==> src/rtl/floor_datapath.sv <==
// floor_datapath: elevator request latch, destination select, floor position and travel timer
// Sits beside the FMS controller, feeding it comparator_result and input_bool.
module floor_datapath #(
   parameter int FLOORS      = 8,
   parameter int FLOOR_W     = 3,
   parameter int MOVE_CYCLES = 4
) (
   input  logic               clk,
   input  logic               irst,
   input  logic [FLOORS-1:0]  call_btn,
   input  logic               input_en,
   input  logic               update_dir,
   input  logic               update_dir_en,
   input  logic               update_des_en,
   input  logic               update_now_en,
   input  logic               rst_des_en,
   input  logic               is_move,
   output logic [2:0]         comparator_result,
   output logic               input_bool,
   output logic [FLOOR_W-1:0] now_floor,
   output logic [FLOOR_W-1:0] des_floor,
   output logic               dir,
   output logic [FLOORS-1:0]  pending,
   output logic               floor_tick
);
   localparam int TW = MOVE_CYCLES > 1 ? $clog2(MOVE_CYCLES) : 1;
   localparam logic [FLOOR_W-1:0] TOP = FLOOR_W'(FLOORS - 1);
   logic [TW-1:0]      timer;
   logic [FLOOR_W-1:0] up_ge, up_lt, dn_le, dn_gt, sel;
   logic               f_up_ge, f_dn_le, tc;
   logic [FLOORS-1:0]  clr;
   // Descending scan leaves the lowest match, ascending scan the highest
   always_comb begin
      up_ge = '0;
      dn_gt = '0;
      up_lt = '0;
      dn_le = '0;
      f_up_ge = 1'b0;
      f_dn_le = 1'b0;
      for (int i = FLOORS - 1; i >= 0; i--) begin
         if (pending[i] && FLOOR_W'(i) >= now_floor) begin
            up_ge = FLOOR_W'(i);
            f_up_ge = 1'b1;
         end
         if (pending[i] && FLOOR_W'(i) > now_floor) dn_gt = FLOOR_W'(i);
      end
      for (int i = 0; i < FLOORS; i++) begin
         if (pending[i] && FLOOR_W'(i) < now_floor) up_lt = FLOOR_W'(i);
         if (pending[i] && FLOOR_W'(i) <= now_floor) begin
            dn_le = FLOOR_W'(i);
            f_dn_le = 1'b1;
         end
      end
      sel = (pending == '0) ? now_floor : dir ? (f_up_ge ? up_ge : up_lt) : (f_dn_le ? dn_le : dn_gt);
      clr = rst_des_en ? (FLOORS'(1) << now_floor) : '0;
      tc = is_move && (timer == TW'(MOVE_CYCLES - 1));
   end
   assign floor_tick = tc & update_now_en;
   assign input_bool = |pending;
   assign comparator_result = {des_floor > now_floor, des_floor == now_floor, des_floor < now_floor};
   always_ff @(posedge clk) begin
      if (irst) begin
         now_floor <= '0;
         des_floor <= '0;
         dir       <= 1'b1;
         pending   <= '0;
         timer     <= '0;
      end else begin
         pending <= (pending | (input_en ? call_btn : '0)) & ~clr;
         if (update_dir_en) dir <= update_dir;
         if (update_des_en) des_floor <= sel;
         if (floor_tick) begin
            now_floor <= dir ? ((now_floor == TOP) ? now_floor : now_floor + 1'b1)
                             : ((now_floor == '0) ? now_floor : now_floor - 1'b1);
            timer <= '0;
         end else if (!is_move) timer <= '0;
         else if (!tc) timer <= timer + 1'b1;
      end
   end
endmodule

==> config.mk <==
export PLATFORM = sky130hd
export DESIGN_NAME = floor_datapath
export DESIGN_NICKNAME = d
export VERILOG_FILES = /design/src/rtl/floor_datapath.sv
export SDC_FILE = /design/constraint.sdc
export NUM_CORES = 1
export LEC_CHECK = 0
export CAP_MARGIN = 25
export CORE_UTILIZATION = 55
export CTS_BUF_LIST = sky130_fd_sc_hd__clkbuf_4
export CTS_CLUSTER_DIAMETER = 40
export DETAILED_ROUTE_END_ITERATION = 16
export HOLD_SLACK_MARGIN = 0.12
export PLACE_DENSITY = 0.88
export SYNTH_ARGS = -nofsm -noshare
export SYNTH_HDL_FRONTEND = slang
export SYNTH_SLANG_ARGS = --single-unit
==> constraint.sdc <==
create_clock -name clk -period 3.1 [get_ports clk]
set_input_delay 0.465 -clock clk [delete_from_list [all_inputs] [get_ports clk]]
set_output_delay 0.465 -clock clk [all_outputs]
set_load 0.1 [all_outputs]
Word level (Yosys, flattened, before mapping). Cells that the tools add are included. W data, S select, Z words.

Register bits: 17. Input port bits: 17. Output and inout bits: 20. Word-level logic and storage cells: 144. Latch bits: 0. Memories kept: 0. ROM bits: 0. Memory bits (writable): 0.

Shift operators: 1. Eq/ne operators: 5. Multiplexer cells: 55. Magnitude comparators: 33. $mul: 0. Bitwise gates (word level): 5. $add $sub $neg: 3. Reductions and logical operators: 37. Divide/modulo/power cells: 0.

Operators with widths (number): $mux W3 (35); $logic_and A1 B1 Y1 (32); $mux W1 (18); $mux W8 (2); $ge A3 B3 Y1 const A (4); $gt A3 B3 Y1 const A (4); $le A3 B3 Y1 const A (4); $lt A3 B3 Y1 const A (4); $and A8 B8 Y8 (1); $logic_not A8 Y1 (1); $not A8 Y8 (1); $or A8 B8 Y8 (1); $reduce_or A8 Y1 (1); $shl A1 B3 Y8 const A (1); $ge A1 B3 Y1 const A (2); $ge A2 B3 Y1 const A (2); $gt A1 B3 Y1 const A (2); $gt A2 B3 Y1 const A (2); $le A1 B3 Y1 const A (2); $le A2 B3 Y1 const A (2); $lt A2 B3 Y1 const A (2); $ne A2 B2 Y1 const B (2); $add A3 B1 Y3 const B (1); $eq A3 B3 Y1 (1); other kinds (12) (12).

Logic depth before layout (Yosys ltp).
Depth in word-level cells: 13. Depth in mapped cells: 9. Depth with buffers taken out: 8.

Least setup slack after synthesis. No wires, ideal clock.

Path type: reg2out. Start point: reg now_floor[1]. End point: out comparator_result[2]. Path slack: -1.859 ns. Data required time: 2.635 ns. Stages on the path, launching flop included: 7. Path buffers: 1. Arrival time: 4.494 ns. Cell sequence: dfxtp_1 -> buf_4 -> inv_1 -> ha_1 -> a21o_1 -> a21oi_1 -> nor2_1.

Longest elaborated chain between the ends: 1.

RTL lines: from (decl) (line 20) `output logic [FLOOR_W-1:0] now_floor,`; from (signal assigned) (line 73) `now_floor <= dir ? ((now_floor == TOP) ? now_floor : now_floor + 1'b1)`; $gt A3 B3 Y1 (line 60) `assign comparator_result = {des_floor > now_floor, des_floor == now_floor, des_floor < now_floor};`; to (decl) (line 18) `output logic [2:0] comparator_result,`.

No other way between the ends.

Worst setup path after layout. Same ends and word-level chain as after synthesis.

==> qor.yml <==
status:
  status: "finished, final reports clean"
detailed_routing:
  first_iter_violations: 110
  dr.pass1.iters: 4
  vias: 1720
  route.detailed.drc: 0
  routed_via_density: 6.56
  wl_um: 4760
  wl_per_cell_um: 18.2
  ant_nets: 0
cts:
  clk_latency_ns: 0.29
  cts_resized: 0
  root_buffer: "clkbuf_4"
  htreeDepth: 1
  cts_hold_buf: 0
  cts_setup_buffers: 0
  clockBufferDepth: 2
  clk_pin_slew_ns: 0.11
  cts_tree: "done"
  cts_num_sinks: 17
  cts_buffers: 3
grt:
  grt_pass1_vias: 1511
  grt_usage_pct: 33.9
  antenna_found_initial: 0
  grt_pass1_wl_um: 7260
  grt_max_degree: 30
  grt-ovfl-total: 0
floorplanning:
  die_y_um: 54.4
  core_area_um2: 2520
  rows: 18
  start_util_pct: 59.8
  fp.dieW_um: 54.4
  die_area_um2: 2950
  ios: 37
sta:
  report.final.slew_viol_count: 0
  final-hold-violation-count: 0
  rsz0062_at_grt: "no"
  finalSetupTns_ns: 0
  min_period_over_period_pct: 87.5
  slew-limit-headroom_pct: 58.1
  worstMarginPinSlew_ns: 0.626
  report.final.setup_viol: 0
  clock.fmax_ghz: 0.369
  period_needed_ns: 2.71
  clock_skew_ns: 0.00347
worst_setup_path:
  slowest_delay_ns: 0.65
  crit_type: "reg2out"
  critPathRequiredTime_ns: 2.63
  start_kind: "flop"
  rr_startpoint: "now_floor[1]"
  cpMaxStageDelayCell: "dfxtp_2"
  crit_path_end: "comparator_result[2]"
  r2r-end: "des_floor[0]"
  rrSetupSlack_ns: 0.58
  r2r_cells: 8
  crit_chain: "inv_1, ha_1, a21o_1, a21oi_4, nor2_4, buf_12"
  crit_arrival_ns: 2.25
  crit_path_end_kind: "primary output"
  startpoint: "now_floor[1]"
  crit_fanout: 28
place:
  dp_hpwl_um: 3490
  placed_area_um2: 1860
  gp_routability_congestion: 0.965
  io_buffer_count: 36
  place_inst: 258
synthesis:
  netlist-cell-type-count: 47
  async_reset_ff_share_pct: 0
  synth-edff-count: 0
  ys_seq_area_share_pct: 22.6
  synthFlopType: "dfxtp_1"
  synth_top_area_cell: "dfxtp_1"
  netlist_area_um2: 1510
  synthTopCellsByArea: "dfxtp_1, ha_1, a21oi_1"
  syn_avg_cell_area_um2: 7.32
  ys_warn_count: 0
  synth_seq_cells: 17
  synthCells: 206
  synth_top_area_share_pct: 22.6
  synth_nets: 234
power:
  p_comb_share_pct: 47.5
  powerDensity_nw_per_um2: 400
  ir_worst_vdd_v: 0.000451
  seq_power_share_pct: 34.6
  total_leakage_power_nw: 0.741
  switching_share_pct: 46.0
  pwr-share-clk_pct: 17.9
  p_int_uw: 408
  power.switching_uw: 348
  power_uw: 756
final_layout:
  layoutNonFillerInstCount: 262
  nNetsFinal: 261
  n_antenna_cell: 0
  nFillCells: 197
  design_area_um2: 1890
  layout-drive-gt1-share_pct: 15.1
  syn2layout_area_growth_pct: 25.3
  utilization_pct: 74.9
job:
  drv_cap: 0
min_path:
  hold_path_class: "reg2reg"
placed cells by master, fill, tap and decap left out, types with 2 or more instances in the layout:
| cell type | n |
|---|---|
| a211oi_1 | 11 |
| a21o_1 | 2 |
| a21oi_1 | 25 |
| a22oi_1 | 4 |
| a311oi_1 | 4 |
| a31oi_1 | 3 |
| a32oi_1 | 2 |
| and3_1 | 2 |
| and3b_1 | 2 |
| buf_12 | 3 |
| buf_4 | 20 |
| clkbuf_4 | 4 |
| clkdlybuf4s50_1 | 16 |
| dfxtp_1 | 15 |
| dfxtp_2 | 2 |
| ha_1 | 11 |
| inv_1 | 9 |
| nand2_1 | 14 |
| nand3_1 | 8 |
| nor2_1 | 18 |
| nor2b_1 | 6 |
| nor3_1 | 2 |
| nor3b_1 | 2 |
| o211ai_1 | 2 |
| o21a_1 | 2 |
| o21ai_0 | 14 |
| o21bai_1 | 2 |
| o22ai_1 | 5 |
cell type report:
cell class,instances,area (um^2),share of cell area [%]
multi-input cells,162,1070,56.7
repair buffers,39,370,19.6
flip-flops and latches,17,343,18.1
inverters,10,37.5,1.99
well taps,30,37.5,1.99
clock buffers,4,30.0,1.59
worst max-delay path: cells and delay by family, from the launching register on:
family,cells,cell delay (ns)
adder cells (fa/ha/maj),1,0.39
AO/OA/AOI/OAI,2,0.43
buffers and inverters,2,0.41
flip-flops,1,0.65
AND/OR/NAND/NOR,1,0.07
logic make-up (layout without fill, tap and decap cells):
group / Yosys count / after routing / share of synthesized area (%)
compound gates: 87 / 87 / 38.7
simple gates: 62 / 62 / 20.5
buf+inv: 27 / 53 / 7.97
flops: 17 / 17 / 22.6
fa+ha+maj: 11 / 11 / 9.13
xor+xnor: 2 / 2 / 1.16
through the flow:
stage / setup WS (ns) / hold WS, ns
2_1_floorplan: 0.0145 / 0.562
3_3_place_gp: 0.745 / 0.526
5_1_grt: 0.287 / 0.587
3_5_place_dp: 0.673 / 0.530
4_1_cts: 0.415 / 0.545
6_report: 0.388 / 0.550
cells in the mapped netlist (2+ instances only):
library cell	n
a211oi_1	11
a31oi_1	3
and3_1	2
ha_1	11
a21oi_1	26
and3b_1	2
o21ai_0	14
o21bai_1	2
o22ai_1	5
nor2_1	19
o21a_1	2
inv_1	9
nand3_1	9
nor3b_1	2
a32oi_1	2
buf_2	6
a22oi_1	4
nor3_1	2
nor2b_1	6
clkbuf_1	8
nand2_1	14
dfxtp_1	17
a21o_1	2
a311oi_1	4
o211ai_1	2
state kept, by name (all words and copies together), names as in the netlist:
name	cells
des_floor	3
pending	8
now_floor	3
dir	1
timer	2
power by group through the flow:
| stage | clock, mW | combinational (mW) | sequential (mW) |
|---|---|---|---|
| finish | 0.135 | 0.359 | 0.262 |
| global placement | 0 | 0.352 | 0.264 |
| floorplan | 0 | 0.182 | 0.331 |
| detailed placement | 0 | 0.357 | 0.265 |
| CTS | 0.134 | 0.358 | 0.260 |
| global route | 0.144 | 0.375 | 0.264 |
how the worst min path moves through the flow:
stage	end	cells past startpoint	slack, ns	startpoint
floorplan	pending[3]	1	0.56	rst_des_en
global placement	des_floor[2]	2	0.53	des_floor[2]
detailed placement	des_floor[2]	2	0.53	des_floor[2]
CTS	des_floor[2]	2	0.54	des_floor[2]
global route	des_floor[0]	2	0.59	des_floor[0]
finish	des_floor[2]	2	0.55	des_floor[2]
per-layer routing:
layer	global-route usage [%]	vias up	routed length, um
met1	45.2	804	1930
li1	-	816	-
met5	0	-	0
met4	8.55	0	53
met2	57.7	94	2320
met3	3.33	6	465
(Power assumes the default switching activity.)
